$ cat src/rtl/sigmoid_sched_pkg.sv
// Shared types, fp32 constants and width helper for the sigmoid round-robin scheduler.
package sigmoid_sched_pkg;

  localparam int FP32_W = 32;

  localparam logic [FP32_W-1:0] FP32_ZERO = 32'h0000_0000;
  localparam logic [FP32_W-1:0] FP32_HALF = 32'h3F00_0000;
  localparam logic [FP32_W-1:0] FP32_ONE  = 32'h3F80_0000;

  function automatic int id_width(input int n);
    return (n > 1) ? $clog2(n) : 1;
  endfunction

endpackage

$ cat src/rtl/sigmoid_rr_scheduler_if.sv
// Requester/response handshake bundle for sigmoid_rr_scheduler.
interface sigmoid_rr_scheduler_if
  import sigmoid_sched_pkg::*;
#(
  parameter int NUM_REQ = 3,
  parameter int ID_W    = id_width(NUM_REQ)
);

  logic [NUM_REQ-1:0]        req_valid;
  logic [NUM_REQ-1:0]        req_ready;
  logic [NUM_REQ*FP32_W-1:0] req_data;
  logic                      rsp_valid;
  logic                      rsp_ready;
  logic [FP32_W-1:0]         rsp_data;
  logic [ID_W-1:0]           rsp_id;
  logic                      busy;

  modport master (
    output req_valid, req_data, rsp_ready,
    input  req_ready, rsp_valid, rsp_data, rsp_id, busy
  );

  modport slave (
    input  req_valid, req_data, rsp_ready,
    output req_ready, rsp_valid, rsp_data, rsp_id, busy
  );

endinterface

$ cat src/rtl/rr_arbiter.sv
// Round-robin arbiter: first requester at or above ptr (mod NUM_REQ) wins when en is high.
module rr_arbiter
  import sigmoid_sched_pkg::*;
#(
  parameter int NUM_REQ = 3,
  parameter int ID_W    = id_width(NUM_REQ)
) (
  input  logic [NUM_REQ-1:0] req,
  input  logic [ID_W-1:0]    ptr,
  input  logic               en,
  output logic [NUM_REQ-1:0] gnt,
  output logic [ID_W-1:0]    gnt_id
);

  logic            found;
  int              idx;
  logic [ID_W-1:0] sel;

  always_comb begin
    found  = 1'b0;
    gnt_id = '0;
    idx    = 0;
    sel    = '0;
    for (int i = 0; i < NUM_REQ; i++) begin
      idx = int'(ptr) + i;
      if (idx >= NUM_REQ) idx = idx - NUM_REQ;
      sel = ID_W'(idx);
      if (!found && req[sel]) begin
        found  = 1'b1;
        gnt_id = sel;
      end
    end
    gnt = '0;
    if (en && found) gnt[gnt_id] = 1'b1;
  end

endmodule

$ cat src/rtl/sigmoid.sv
// Combinational fp32 sigmoid: piecewise-linear (PLAN) in Q.16 fixed point, saturating for |x| >= 5.
module sigmoid
  import sigmoid_sched_pkg::*;
(
  input  logic [FP32_W-1:0] x,
  output logic [FP32_W-1:0] y
);

  localparam logic [19:0] ONE_Q = 20'h1_0000;

  logic [7:0]  e;
  logic [23:0] mant;
  logic        sat;
  logic [19:0] mag;
  logic [19:0] pos;
  logic [19:0] yq;
  logic [4:0]  lead;
  logic [23:0] norm;

  always_comb begin
    e    = x[30:23];
    mant = {1'b1, x[22:0]};
    sat  = 1'b0;
    mag  = '0;
    // |x| >= 8 (including inf/NaN) saturates; tiny magnitudes and denormals flush to zero
    if (e >= 8'd130)      sat = 1'b1;
    else if (e >= 8'd111) mag = 20'(mant >> (8'd134 - e));

    if (sat || mag >= 20'd327680) pos = ONE_Q;
    else if (mag >= 20'd155648)   pos = (mag >> 5) + 20'd55296;
    else if (mag >= 20'd65536)    pos = (mag >> 3) + 20'd40960;
    else                          pos = (mag >> 2) + 20'd32768;

    yq = x[31] ? (ONE_Q - pos) : pos;

    lead = '0;
    for (int i = 0; i < 17; i++) begin
      if (yq[i]) lead = 5'(i);
    end
    norm = 24'(yq) << (5'd23 - lead);

    y = FP32_ZERO;
    if (yq != '0) y = {1'b0, 8'(111 + int'(lead)), norm[22:0]};
  end

endmodule

$ cat src/rtl/sigmoid_rr_scheduler.sv
// Round-robin sharing of one sigmoid unit among NUM_REQ gate requesters, responses tagged by requester.
// Define SIGMOID_PIPE_EN to insert an issue register in front of the sigmoid unit.
module sigmoid_rr_scheduler
  import sigmoid_sched_pkg::*;
#(
  parameter int NUM_REQ = 3,
  parameter int ID_W    = id_width(NUM_REQ)
) (
  input  logic                   clk,
  input  logic                   rst,
  sigmoid_rr_scheduler_if.slave  bus
);

  logic [NUM_REQ-1:0] gnt;
  logic [ID_W-1:0]    gnt_id;
  logic               granted;
  logic               issue_ok;
  logic               out_adv;
  logic [FP32_W-1:0]  op_data;
  logic [FP32_W-1:0]  sig_x;
  logic [FP32_W-1:0]  sig_y;

  logic [ID_W-1:0]    ptr_q, ptr_d;
  logic               out_v_q, out_v_d;
  logic [FP32_W-1:0]  rsp_data_q, rsp_data_d;
  logic [ID_W-1:0]    rsp_id_q, rsp_id_d;

  rr_arbiter #(.NUM_REQ(NUM_REQ), .ID_W(ID_W)) u_arb (
    .req    (bus.req_valid),
    .ptr    (ptr_q),
    .en     (issue_ok && !rst),
    .gnt    (gnt),
    .gnt_id (gnt_id)
  );

  sigmoid u_sigmoid (
    .x (sig_x),
    .y (sig_y)
  );

  assign granted       = |gnt;
  assign out_adv       = !out_v_q || bus.rsp_ready;
  assign bus.req_ready = gnt;
  assign bus.rsp_valid = out_v_q;
  assign bus.rsp_data  = rsp_data_q;
  assign bus.rsp_id    = rsp_id_q;

  always_comb begin
    op_data = '0;
    for (int k = 0; k < NUM_REQ; k++) begin
      if (gnt_id == ID_W'(k)) op_data = bus.req_data[k*FP32_W +: FP32_W];
    end
  end

  always_comb begin
    ptr_d = ptr_q;
    if (granted) ptr_d = (gnt_id == ID_W'(NUM_REQ - 1)) ? '0 : gnt_id + 1'b1;
  end

`ifdef SIGMOID_PIPE_EN
  logic              s1_v_q, s1_v_d;
  logic [FP32_W-1:0] s1_data_q, s1_data_d;
  logic [ID_W-1:0]   s1_id_q, s1_id_d;

  assign issue_ok = !s1_v_q || out_adv;
  assign sig_x    = s1_data_q;
  assign bus.busy = out_v_q || s1_v_q;

  // Issue stage: granted operand is registered before the sigmoid unit
  always_comb begin
    s1_v_d    = s1_v_q;
    s1_data_d = s1_data_q;
    s1_id_d   = s1_id_q;
    if (issue_ok) begin
      s1_v_d = granted;
      if (granted) begin
        s1_data_d = op_data;
        s1_id_d   = gnt_id;
      end
    end
  end

  always_comb begin
    out_v_d    = out_v_q;
    rsp_data_d = rsp_data_q;
    rsp_id_d   = rsp_id_q;
    if (out_adv) begin
      out_v_d = s1_v_q;
      if (s1_v_q) begin
        rsp_data_d = sig_y;
        rsp_id_d   = s1_id_q;
      end
    end
  end

  always_ff @(posedge clk or posedge rst) begin
    if (rst) begin
      s1_v_q    <= 1'b0;
      s1_data_q <= '0;
      s1_id_q   <= '0;
    end else begin
      s1_v_q    <= s1_v_d;
      s1_data_q <= s1_data_d;
      s1_id_q   <= s1_id_d;
    end
  end
`else
  assign issue_ok = out_adv;
  assign sig_x    = op_data;
  assign bus.busy = out_v_q;

  // Output stage captures the sigmoid of the operand granted this cycle
  always_comb begin
    out_v_d    = out_v_q;
    rsp_data_d = rsp_data_q;
    rsp_id_d   = rsp_id_q;
    if (out_adv) begin
      out_v_d = granted;
      if (granted) begin
        rsp_data_d = sig_y;
        rsp_id_d   = gnt_id;
      end
    end
  end
`endif

  always_ff @(posedge clk or posedge rst) begin
    if (rst) begin
      ptr_q      <= '0;
      out_v_q    <= 1'b0;
      rsp_data_q <= '0;
      rsp_id_q   <= '0;
    end else begin
      ptr_q      <= ptr_d;
      out_v_q    <= out_v_d;
      rsp_data_q <= rsp_data_d;
      rsp_id_q   <= rsp_id_d;
    end
  end

endmodule

$ cat src/flat_wrapper.sv
// flat-port wrapper written by rule: the top's interface ports become plain ports
module sigmoid_rr_scheduler_flat import sigmoid_sched_pkg::*;
#(
  parameter int NUM_REQ = 3,
  parameter int ID_W    = id_width(NUM_REQ)
)
  (clk, rst, bus_req_valid, bus_req_data, bus_rsp_ready, bus_req_ready, bus_rsp_valid, bus_rsp_data, bus_rsp_id, bus_busy);
  sigmoid_rr_scheduler_if #(.NUM_REQ(NUM_REQ), .ID_W(ID_W)) bus_i ();
  input  logic clk;
  input  logic rst;
  input wire logic [$bits(bus_i.req_valid)-1:0] bus_req_valid;
  input wire logic [$bits(bus_i.req_data)-1:0] bus_req_data;
  input wire logic [$bits(bus_i.rsp_ready)-1:0] bus_rsp_ready;
  output wire logic [$bits(bus_i.req_ready)-1:0] bus_req_ready;
  output wire logic [$bits(bus_i.rsp_valid)-1:0] bus_rsp_valid;
  output wire logic [$bits(bus_i.rsp_data)-1:0] bus_rsp_data;
  output wire logic [$bits(bus_i.rsp_id)-1:0] bus_rsp_id;
  output wire logic [$bits(bus_i.busy)-1:0] bus_busy;
  assign bus_i.req_valid = bus_req_valid;
  assign bus_i.req_data = bus_req_data;
  assign bus_i.rsp_ready = bus_rsp_ready;
  assign bus_req_ready = bus_i.req_ready;
  assign bus_rsp_valid = bus_i.rsp_valid;
  assign bus_rsp_data = bus_i.rsp_data;
  assign bus_rsp_id = bus_i.rsp_id;
  assign bus_busy = bus_i.busy;
  sigmoid_rr_scheduler #(.NUM_REQ(NUM_REQ), .ID_W(ID_W)) u_core (.clk(clk), .rst(rst), .bus(bus_i));
endmodule
$ cat config.mk
export PLATFORM = sky130hd
export DESIGN_NAME = sigmoid_rr_scheduler_flat
export DESIGN_NICKNAME = d
export VERILOG_FILES = /design/src/rtl/sigmoid_sched_pkg.sv /design/src/rtl/sigmoid_rr_scheduler_if.sv /design/src/rtl/rr_arbiter.sv /design/src/rtl/sigmoid.sv /design/src/rtl/sigmoid_rr_scheduler.sv /design/src/flat_wrapper.sv
export SDC_FILE = /design/constraint.sdc
export NUM_CORES = 1
export LEC_CHECK = 0
export ABC_AREA = 1
export CAP_MARGIN = 15
export CORE_ASPECT_RATIO = 0.8
export CORE_MARGIN = 5
export CORE_UTILIZATION = 35
export CTS_CLUSTER_SIZE = 14
export DETAILED_ROUTE_END_ITERATION = 12
export GPL_TIMING_DRIVEN = 0
export HOLD_SLACK_MARGIN = 0.08
export PLACE_DENSITY = 0.64
export SKIP_LAST_GASP = 1
export SLEW_MARGIN = 30
export SYNTH_ARGS = -nofsm -noshare
export SYNTH_HDL_FRONTEND = slang
export SYNTH_SLANG_ARGS = --single-unit
$ cat constraint.sdc
create_clock -name clk -period 14.86 [get_ports clk]
set_clock_uncertainty 0.05 [all_clocks]
set_input_delay 2.229 -clock clk [delete_from_list [all_inputs] [get_ports clk]]
set_output_delay 2.229 -clock clk [all_outputs]
set_load 0.05 [all_outputs]
==> out/metrics.csv <==
stage,metric,value,unit
place,detailed-placement wirelength estimate,19100,um
clocking,Post-CTS Setup Bufs,0,
logic_synthesis,commonest cells in the synthesized netlist,"nand2_1, nand3_1, inv_1",
global_route,largest net degree at the start of global routing,38,
critical_path,critical path's most frequent cell,nand3_1,
critical_path,delay of the slowest critical-path stage,0.57,ns
logic_synthesis,top_reg_cell synth,dfrtp_1,
sta,RSZ-0062 raised after global routing,no,
logic_synthesis,Synth Area per Inst,5.46,um^2
drt,Vias,8121,
outcome,status,"finished, final reports clean",
clocking,clock sinks,36,
drt,# DRC,0,
sta,Tightest Pin Transition,0.753,ns
sta,worst relative slew slack,49.7,%
drt,First DRT Iteration DRCs,1070,
drt,Avg WL per Cell,15.1,um
clocking,cts hold-fix bufs,0,
floorplanning,Core ar.,17900,um^2
global_route,total global routing overflow,0,
layout,share of post-route cells with drive strength above 1,8.75,%
layout,Area Growth Syn to Fin,29.0,%
logic_synthesis,Post-Syn Nets,1274,
logic_synthesis,"Distinct cells, synth",48,
logic_synthesis,top-count cell post-synth,nand2_1,
layout,# diodes,0,
drt,WL final,23100,um
logic_synthesis,synthesized area,6320,um^2
critical_path,peak fanout along the critical path,10,
global_route,vias in the first global route,7192,
floorplanning,Cell Rows,44,
drt,Routed Antenna Nets,0,
logic_synthesis,"FFs w/ async S/R, synth",100,%
sta,endpoints failing setup,0,
critical_path,critical path endpoint category,register,
sta,final hold violations,0,
clocking,Clock Tree Root,clkbuf_16,
sta,post-route clock period utilization,71.2,%
logic_synthesis,Synth top area share,24.7,%
layout,post-layout util,45.4,%
critical_path,CP Launch Type,input pin,
clocking,CTS tree,built,
logic_synthesis,Mapped Cells,1156,
drt,first-pass iteration count of the detailed router,6,
clocking,worst skew pair latency,0.27,ns
sta,Post-Route Setup TNS,0,ns
run,max-cap viol count,0,
min_path,Worst Hold Class,register to register,
logic_synthesis,post-synthesis compound-gate area fraction,8.08,%
clocking,CTS resizes,0,
global_route,met3 usage,5.53,%
floorplanning,Die Y,130,um
place,I/O Buffers,139,
logic_synthesis,Simple-Gate Fraction of Synth Area,60.6,%
floorplanning,Chip Width,160,um
clocking,htree depth,2,
logic_synthesis,"top cells by area, synth","nand2_1, nand3_1, dfrtp_1, inv_1, nor2_1",
place,Final GP Congestion,0.980,
global_route,global-route wire length before repair,37800,um
global_route,GRT Util Overall,21.4,%
logic_synthesis,Yosys reg bits,36,
global_route,met2 Use GR,29.1,%
sta,Peak Freq,94.5,MHz
critical_path,Worst EP arrival,10.69,ns
clocking,clk slew on worst S/H paths,0.06,ns
layout,Non-Filler Instances,1533,
logic_synthesis,YS warnings,0,
sta,fin crit period,10.58,ns
place,"worst slack, placed",4.19,ns
floorplanning,initial core utilization,35.2,%
global_route,busiest layer in global routing,met1,
clocking,Num CTS Buffers,5,
logic_synthesis,cell taking the most area after synthesis,nand2_1,
place,placed instance count,1525,
logic_synthesis,mux share of post-synthesis cell area,0,%
layout,NumNets Final,1420,
logic_synthesis,adder-cell share of the synthesized area,3.17,%
drt,vias per cell,5.30,
critical_path,CP max stage cell,clkdlybuf4s50_1,
sta,count of final max-slew check failures,0,
logic_synthesis,sequential fraction of the synthesis area,14.3,%
critical_path,CP Class,input pin to register,
global_route,routing usage on met1,34.6,%
logic_synthesis,largest family of logic cells by synthesized area,simple AND/OR/NAND/NOR gates,
global_route,initial antenna violation count,0,
logic_synthesis,xor/xnor share of the synthesized area,2.10,%
logic_synthesis,Post-synth EDFFs,0,
floorplanning,I/O pins,141,
sta,post-route setup slack,4.28,ns
clocking,worst-case clock buffer depth,2,
critical_path,critical path data required time,14.97,ns
floorplanning,DIE AREA,20900,um^2
## metrics by stage
stage / instance area, um^2 / hold WS, ns
6_report: 8150 / 0.430
4_1_cts: 8150 / 0.432
2_1_floorplan: 6320 / 0.525
3_3_place_gp: 8000 / 0.412
5_1_grt: 8150 / 0.447
3_5_place_dp: 8000 / 0.417
## flip-flops by register name, summed over array words and instances (netlist names)
| name | cells |
|---|---|
| u_core.bus.rsp_id | 2 |
| u_core.bus.rsp_data | 31 |
| u_core.ptr_q | 2 |
| u_core.bus.busy | 1 |
## cell families after synthesis
| logic type | Yosys count |
|---|---|
| other | 1 |
| and+or+nand+nor | 838 |
| AOI/OAI and AO/OA | 86 |
| xor gates and xnor gates | 13 |
| DFF | 36 |
| buffers and inverters | 166 |
| adders and majority gates | 16 |
## routing by layer
metal,routed length [um],share of wire (%)
met1,11800,51
met2,8700,38
met3,2630,11
met4,39,0.17
met5,0,0
## cell usage in the layout, fill, tap and decap left out, types with 15 or more instances in the layout
cell / synthesis / layout
nand3_1: 287 / 287
nor2_1: 58 / 58
nand2_2: 15 / 15
inv_2: 18 / 19
nand2_1: 415 / 415
inv_1: 91 / 90
dfrtp_1: 36 / 36
nand4_1: 18 / 18
clkdlybuf4s50_1: 0 / 139
o21ai_0: 32 / 32
clkbuf_1: 16 / 17
a21oi_1: 20 / 20
ha_1: 16 / 16
## final timing paths
kind                                         start                       to  slack, ns  cells after the start
max in group asynchronous                      rst   u_core.bus.rsp_data[9]      11.91                      2
min reg2reg                u_core.bus.rsp_data[29]  u_core.bus.rsp_data[29]       0.43                      2
max reg2reg                        u_core.ptr_q[0]  u_core.bus.rsp_data[19]       5.95                     54
max                               bus_req_valid[1]  u_core.bus.rsp_data[19]       4.28                     50
min in group asynchronous                      rst   u_core.bus.rsp_data[0]       2.37                      2
min                        u_core.bus.rsp_data[29]  u_core.bus.rsp_data[29]       0.43                      2
## cell type report
type                            count  area (um^2)
Inverter                          113          427
Buffer                             53          313
Fill cell                        1936         9800
Sequential cell                    36          901
Timing Repair Buffer              139         1390
Clock buffer                        7          143
Multi-Input combinational cell    954         4680
Tap cell                          230          288
Clock inverter                      1         7.51
## critical path, delay by kind of cell
family / cells / cell delay, ns
adders and majority gates: 3 / 0.79
xor gates and xnor gates: 1 / 0.24
buffers and inverters: 10 / 2.13
AOI/OAI and AO/OA: 3 / 0.48
and+or+nand+nor: 33 / 4.81
Power is left out: the tool's default activity adds up to more than one toggle a clock period on the data nets, which glitch-free logic cannot reach.
